**src/rtl/regfile_pkg.sv**
```systemverilog
// Shared register-file geometry and the arbiter lock-state encoding.
package regfile_pkg;
  localparam int RF_DEPTH = 32;
  localparam int RF_AW    = $clog2(RF_DEPTH);
  localparam int RF_DW    = 32;

  typedef enum logic {IDLE, LOCKED} lock_state_e;
endpackage

```
**src/rtl/regfile_access_arbiter_rr_pick.sv**
```systemverilog
// Cyclic priority picker: first set mask bit searched from ptr_i+1 upward, wrapping.
// Purely combinational; any_o flags that some bit was found.
module rr_pick #(
  parameter int  N  = 4,
  localparam int IW = $clog2(N)
) (
  input  logic [N-1:0]  mask_i,
  input  logic [IW-1:0] ptr_i,
  output logic [N-1:0]  onehot_o,
  output logic [IW-1:0] idx_o,
  output logic          any_o
);

  int j;

  always_comb begin
    onehot_o = '0;
    idx_o    = '0;
    any_o    = 1'b0;
    j        = 0;
    for (int k = 0; k < N; k++) begin
      j = int'(ptr_i) + 1 + k;
      if (j >= N) j = j - N;
      if (!any_o && mask_i[j[IW-1:0]]) begin
        any_o                = 1'b1;
        onehot_o[j[IW-1:0]]  = 1'b1;
        idx_o                = j[IW-1:0];
      end
    end
  end

endmodule

```
**src/rtl/regfile_access_arbiter.sv**
```systemverilog
// Round-robin arbiter sharing one register file among NUM_REQ agents, with an
// optional time-limited lock for atomic read-modify-write; read data returns 1 cycle after grant.
module regfile_access_arbiter
  import regfile_pkg::*;
#(
  parameter int  NUM_REQ  = 4,
  parameter int  LOCK_MAX = 16,
  localparam int ID_W     = $clog2(NUM_REQ)
) (
  input  logic                     clk,
  input  logic                     rst_n,
  input  logic [NUM_REQ-1:0]       req_valid,
  output logic [NUM_REQ-1:0]       req_ready,
  input  logic [NUM_REQ-1:0]       req_lock,
  input  logic [NUM_REQ-1:0]       req_re1,
  input  logic [NUM_REQ-1:0]       req_re2,
  input  logic [NUM_REQ-1:0]       req_we,
  input  logic [NUM_REQ*RF_AW-1:0] req_ra1,
  input  logic [NUM_REQ*RF_AW-1:0] req_ra2,
  input  logic [NUM_REQ*RF_AW-1:0] req_wa,
  input  logic [NUM_REQ*RF_DW-1:0] req_wdata,
  output logic                     rf_read_enable_1,
  output logic                     rf_read_enable_2,
  output logic                     rf_write_enable,
  output logic [RF_AW-1:0]         rf_read_index_1,
  output logic [RF_AW-1:0]         rf_read_index_2,
  output logic [RF_AW-1:0]         rf_write_index,
  output logic [RF_DW-1:0]         rf_write_data,
  input  logic [RF_DW-1:0]         rf_read_data_1,
  input  logic [RF_DW-1:0]         rf_read_data_2,
  output logic                     resp_valid,
  output logic [ID_W-1:0]          resp_id,
  output logic [RF_DW-1:0]         resp_rd1,
  output logic [RF_DW-1:0]         resp_rd2,
  output logic                     locked
);

  localparam int              CNT_W    = $clog2(LOCK_MAX);
  localparam logic [CNT_W-1:0] CNT_LAST = CNT_W'(LOCK_MAX - 1);
  localparam logic [ID_W-1:0]  PTR_RST  = ID_W'(NUM_REQ - 1);

  lock_state_e      state_q, state_d;
  logic [ID_W-1:0]  owner_q, owner_d;
  logic [CNT_W-1:0] lock_cnt_q, lock_cnt_d;
  logic [ID_W-1:0]  rr_ptr_q, rr_ptr_d;
  logic             resp_valid_q, resp_valid_d;
  logic [ID_W-1:0]  resp_id_q, resp_id_d;
  logic             rd1_en_q, rd1_en_d;
  logic             rd2_en_q, rd2_en_d;
  logic             locked_q, locked_d;

  logic [NUM_REQ-1:0] owner_mask;
  logic [NUM_REQ-1:0] elig;
  logic [NUM_REQ-1:0] grant;
  logic [ID_W-1:0]    win_idx;
  logic               win_vld;
  logic               win_lock;

  // While locked only the owner competes; reset masks everyone so nothing reaches the file.
  assign owner_mask = NUM_REQ'(1) << owner_q;
  assign elig = !rst_n              ? '0 :
                (state_q == LOCKED) ? (req_valid & owner_mask) : req_valid;

  rr_pick #(.N(NUM_REQ)) u_pick (
    .mask_i   (elig),
    .ptr_i    (rr_ptr_q),
    .onehot_o (grant),
    .idx_o    (win_idx),
    .any_o    (win_vld)
  );

  assign req_ready = grant;

  always_comb begin
    win_lock         = 1'b0;
    rf_read_enable_1 = 1'b0;
    rf_read_enable_2 = 1'b0;
    rf_write_enable  = 1'b0;
    rf_read_index_1  = '0;
    rf_read_index_2  = '0;
    rf_write_index   = '0;
    rf_write_data    = '0;
    for (int i = 0; i < NUM_REQ; i++) begin
      if (grant[i]) begin
        win_lock         = req_lock[i];
        rf_read_enable_1 = req_re1[i];
        rf_read_enable_2 = req_re2[i];
        rf_write_enable  = req_we[i];
        rf_read_index_1  = req_ra1[i*RF_AW +: RF_AW];
        rf_read_index_2  = req_ra2[i*RF_AW +: RF_AW];
        rf_write_index   = req_wa[i*RF_AW +: RF_AW];
        rf_write_data    = req_wdata[i*RF_DW +: RF_DW];
      end
    end
  end

  always_comb begin
    state_d    = state_q;
    owner_d    = owner_q;
    lock_cnt_d = lock_cnt_q;
    rr_ptr_d   = win_vld ? win_idx : rr_ptr_q;
    unique case (state_q)
      IDLE: begin
        if (win_vld && win_lock) begin
          state_d    = LOCKED;
          owner_d    = win_idx;
          lock_cnt_d = '0;
        end
      end
      LOCKED: begin
        lock_cnt_d = lock_cnt_q + 1'b1;
        // Timeout wins over a renewed lock request; the owner's grant this cycle still completes.
        if ((lock_cnt_q == CNT_LAST) || (win_vld && !win_lock)) begin
          state_d    = IDLE;
          lock_cnt_d = '0;
        end
      end
      default: state_d = IDLE;
    endcase
    locked_d     = (state_d == LOCKED);
    rd1_en_d     = rf_read_enable_1;
    rd2_en_d     = rf_read_enable_2;
    resp_valid_d = rf_read_enable_1 | rf_read_enable_2;
    resp_id_d    = resp_valid_d ? win_idx : resp_id_q;
  end

  always_ff @(posedge clk) begin
    if (!rst_n) begin
      state_q      <= IDLE;
      owner_q      <= '0;
      lock_cnt_q   <= '0;
      rr_ptr_q     <= PTR_RST;
      resp_valid_q <= 1'b0;
      resp_id_q    <= '0;
      rd1_en_q     <= 1'b0;
      rd2_en_q     <= 1'b0;
      locked_q     <= 1'b0;
    end else begin
      state_q      <= state_d;
      owner_q      <= owner_d;
      lock_cnt_q   <= lock_cnt_d;
      rr_ptr_q     <= rr_ptr_d;
      resp_valid_q <= resp_valid_d;
      resp_id_q    <= resp_id_d;
      rd1_en_q     <= rd1_en_d;
      rd2_en_q     <= rd2_en_d;
      locked_q     <= locked_d;
    end
  end

  // The file's read data is already registered, so lanes are simply gated by last cycle's enables.
  assign resp_valid = resp_valid_q;
  assign resp_id    = resp_id_q;
  assign resp_rd1   = rd1_en_q ? rf_read_data_1 : '0;
  assign resp_rd2   = rd2_en_q ? rf_read_data_2 : '0;
  assign locked     = locked_q;

endmodule

```
**config.mk**
```make
export PLATFORM = sky130hd
export DESIGN_NAME = regfile_access_arbiter
export DESIGN_NICKNAME = d
export VERILOG_FILES = /design/src/rtl/regfile_pkg.sv /design/src/rtl/regfile_access_arbiter_rr_pick.sv /design/src/rtl/regfile_access_arbiter.sv
export SDC_FILE = /design/constraint.sdc
export NUM_CORES = 1
export LEC_CHECK = 0
export ABC_CLOCK_PERIOD_IN_PS = 4600
export CORE_AREA = 2 2 153 155
export CTS_BUF_LIST = sky130_fd_sc_hd__clkbuf_4 sky130_fd_sc_hd__clkbuf_8 sky130_fd_sc_hd__clkbuf_16
export CTS_CLUSTER_DIAMETER = 120
export DETAILED_ROUTE_END_ITERATION = 6
export DIE_AREA = 0 0 155 157
export HOLD_SLACK_MARGIN = 0.06
export PLACE_DENSITY = 0.51
export SLEW_MARGIN = 20
export SYNTH_ARGS = -nofsm -noshare
export SYNTH_HDL_FRONTEND = slang
export SYNTH_HIERARCHICAL = 1
export SYNTH_SLANG_ARGS = --single-unit
```
**constraint.sdc**
```tcl
create_clock -name clk -period 4.6 [get_ports clk]
set_clock_uncertainty 0.15 [all_clocks]
set_input_delay 0.46 -clock clk [delete_from_list [all_inputs] [get_ports clk]]
set_output_delay 0.46 -clock clk [all_outputs]
set_load 0.05 [all_outputs]
```
==> flow_summary.ini <==
[routing]
first_iter_violations = 264
vias = 4944
via_per_inst = 4.434
drc = 0
dr.pass1.iters = 4
wl_per_cell_microns = 18.80
wl_mm = 20.97
detail-route-antenna-nets = 0

[yosys]
yosys.cell_count.top_type = nand2_1
synthFlopType = dfxtp_1
synth.area.top_cells = a221oi_1 (13%), and2_1 (13%), o31ai_1 (12%)
yosysTopAreaCell = a221oi_1
synth_top_area_share_pct = 13.43
postSynthAreaPerCell_sq_um = 6.820
ys_seq_area_share_pct = 8.953
synth_edf_count = 0
syn_area_sq_um = 3131
yosys.cell_types.count = 47
synth_commonest_cells = nand2_1 (74), and2_1 (65), nor2b_1 (50)
synth-seq-cells = 14
async_flop_share_pct = 0
yosys_warnings = 6
netlist_instances = 459
synth.net_count = 740

[hold_path]
hold_class = reg -> reg
hold_start = resp_id[1]$_SDFFE_PN0P_
min_to = resp_id[1]$_SDFFE_PN0P_
min_delay_path_depth = 2

[timing]
final-hold-violation-count = 0
worst_pin_slew_ps = 832.4
grt_setup_unrepaired = false
period_share_pct = 93.38
drv_slew = 0
tns_ps = 0
fmax_mhz = 232.8
slew_headroom_pct = 44.43
setup_viol = 0
fin_crit_ps = 4295

[critical_path]
cp-start-kind = input port
worstSetupEndpointType = primary output
r2r_start = rr_ptr_q[1]$_SDFFE_PN1P_
reg2reg_slack_ps = 710
critPathLaunch = rst_n
crit_fanout = 44
r2r-end = lock_cnt_q[0]$_SDFFE_PN0P_
worst-setup-path-type = in -> out
worstRegToRegCells = 11
cp_data_required_time_ps = 3990
arrival_ps = 3690

[clocking]
post_cts_resize_count = 0
cts_buffers = 3
clk_latency_ps = 240
root_buffer = clkbuf_16
clock_sinks = 14
tritoncts = yes
path_clk_slew_ps = 50
cts_setup_buffers = 0
cts_max_level = 1
cts_hold_buf = 0
clk_path_buf_depth = 2

[grt]
grt_pass1_vias = 4826
grt_max_degree = 79
grt-ovfl-total = 0
grt_usage_pct = 15.83
antenna_found_initial = 2
grt_pass1_wl_mm = 30.22

[run_status]
outcome = finished clean

[floorplan]
io_pins = 396
start_util_pct = 13.91
row_count = 55
die_w_microns = 155
core_sq_um = 22500
die_h_microns = 157
dieArea_sq_um = 24340

[placement]
hpwl_mm = 17.29
gp_congestion = 0.8670
port_buffers = 395

[cells_and_area]
nFillCells = 2248
multi_input_comb_area_sq_um = 3268
utilization_pct = 38.79
final_layout_size_suffix_gt1_share_pct = 16.79
synthToLayoutAreaGrowth_pct = 178.8
seq_area_sq_um = 281.5
nets = 1110

[run]
maxCapViolations = 0
[final cells by class]
type                       instances  area share [%]
antenna                            2         0.05734
clock buffer                       4           1.018
inverter                           7          0.3010
multi-input combinational        392           37.44
sequential                        14           3.225
tap                              285           4.085
timing repair buffer             411           53.87
[sequential cells by signal, indices dropped and copies added, names as in the netlist]
register and cells:
rd2_en_q 1, rd1_en_q 1, rr_ptr_q 2, lock_cnt_q 4, resp_valid 1, locked 1
resp_id 2, owner_q 2
[layer usage]
layer	part of all wire, %	global-route usage, %
met1	41	19.74
met2	50	27.85
met3	7.8	3.827
met4	1.5	2.954
met5	0.057	0
[critical path: stages]
cell             delay (ps)
clkdlybuf4s50_1         530
and3_1                  360
mux2i_1                 230
or4_1                   570
a21oi_2                 250
a221o_2                 200
nor2b_4                 170
buf_12                  250
a221oi_1                160
o31ai_4                 290
buf_12                  170
[cell families after synthesis]
group | share of synthesized area, %
AND/OR/NAND/NOR | 39.05
AO/OA/AOI/OAI | 35.85
buffers and inverters | 7.194
multiplexers | 5.875
flip-flops | 8.953
adder cells (fa/ha/maj) | 2.798
XOR/XNOR | 0.2798
[metrics by stage]
stage | hold slack (ps) | cell area, sq um | std cells | worst slack (ps)
floorplan | 311.4 | 3744 | 459 | 70.99
global placement | 296.8 | 8628 | 1109 | 228.7
detailed placement | 309.9 | 8628 | 1109 | 206.6
CTS | 317.1 | 8717 | 1113 | 218.1
global route | 325.5 | 8726 | 1114 | 81.01
finish | 308.2 | 8728 | 1115 | 304.7
[worst max path at each step]
| stage | end | slack [ps] | cells past startpoint |
|---|---|---|---|
| 3_5_place_dp | rf_write_data[22] | 210 | 11 |
| 3_3_place_gp | rf_write_data[22] | 230 | 11 |
| 4_1_cts | rf_write_data[22] | 220 | 11 |
| 2_1_floorplan | rf_read_index_1[0] | 70 | 13 |
| 6_report | rf_write_data[12] | 300 | 11 |
| 5_1_grt | rf_read_enable_2 | 80 | 11 |
[layout by cell type (no fill, tap or decap), types with 7 or more instances in the layout]
master	instances
and2_1	65
buf_12	61
o31ai_4	42
dfxtp_1	13
a221oi_1	47
nor2b_1	50
a21oi_1	9
inv_1	7
nor2_1	7
ha_1	7
o21ai_0	9
nor3_1	7
nand2_1	74
buf_4	9
mux2i_1	12
clkdlybuf4s50_1	341
Power is not shown: default switching activity piles up to over one toggle a cycle in this logic, so the estimate is an artifact.
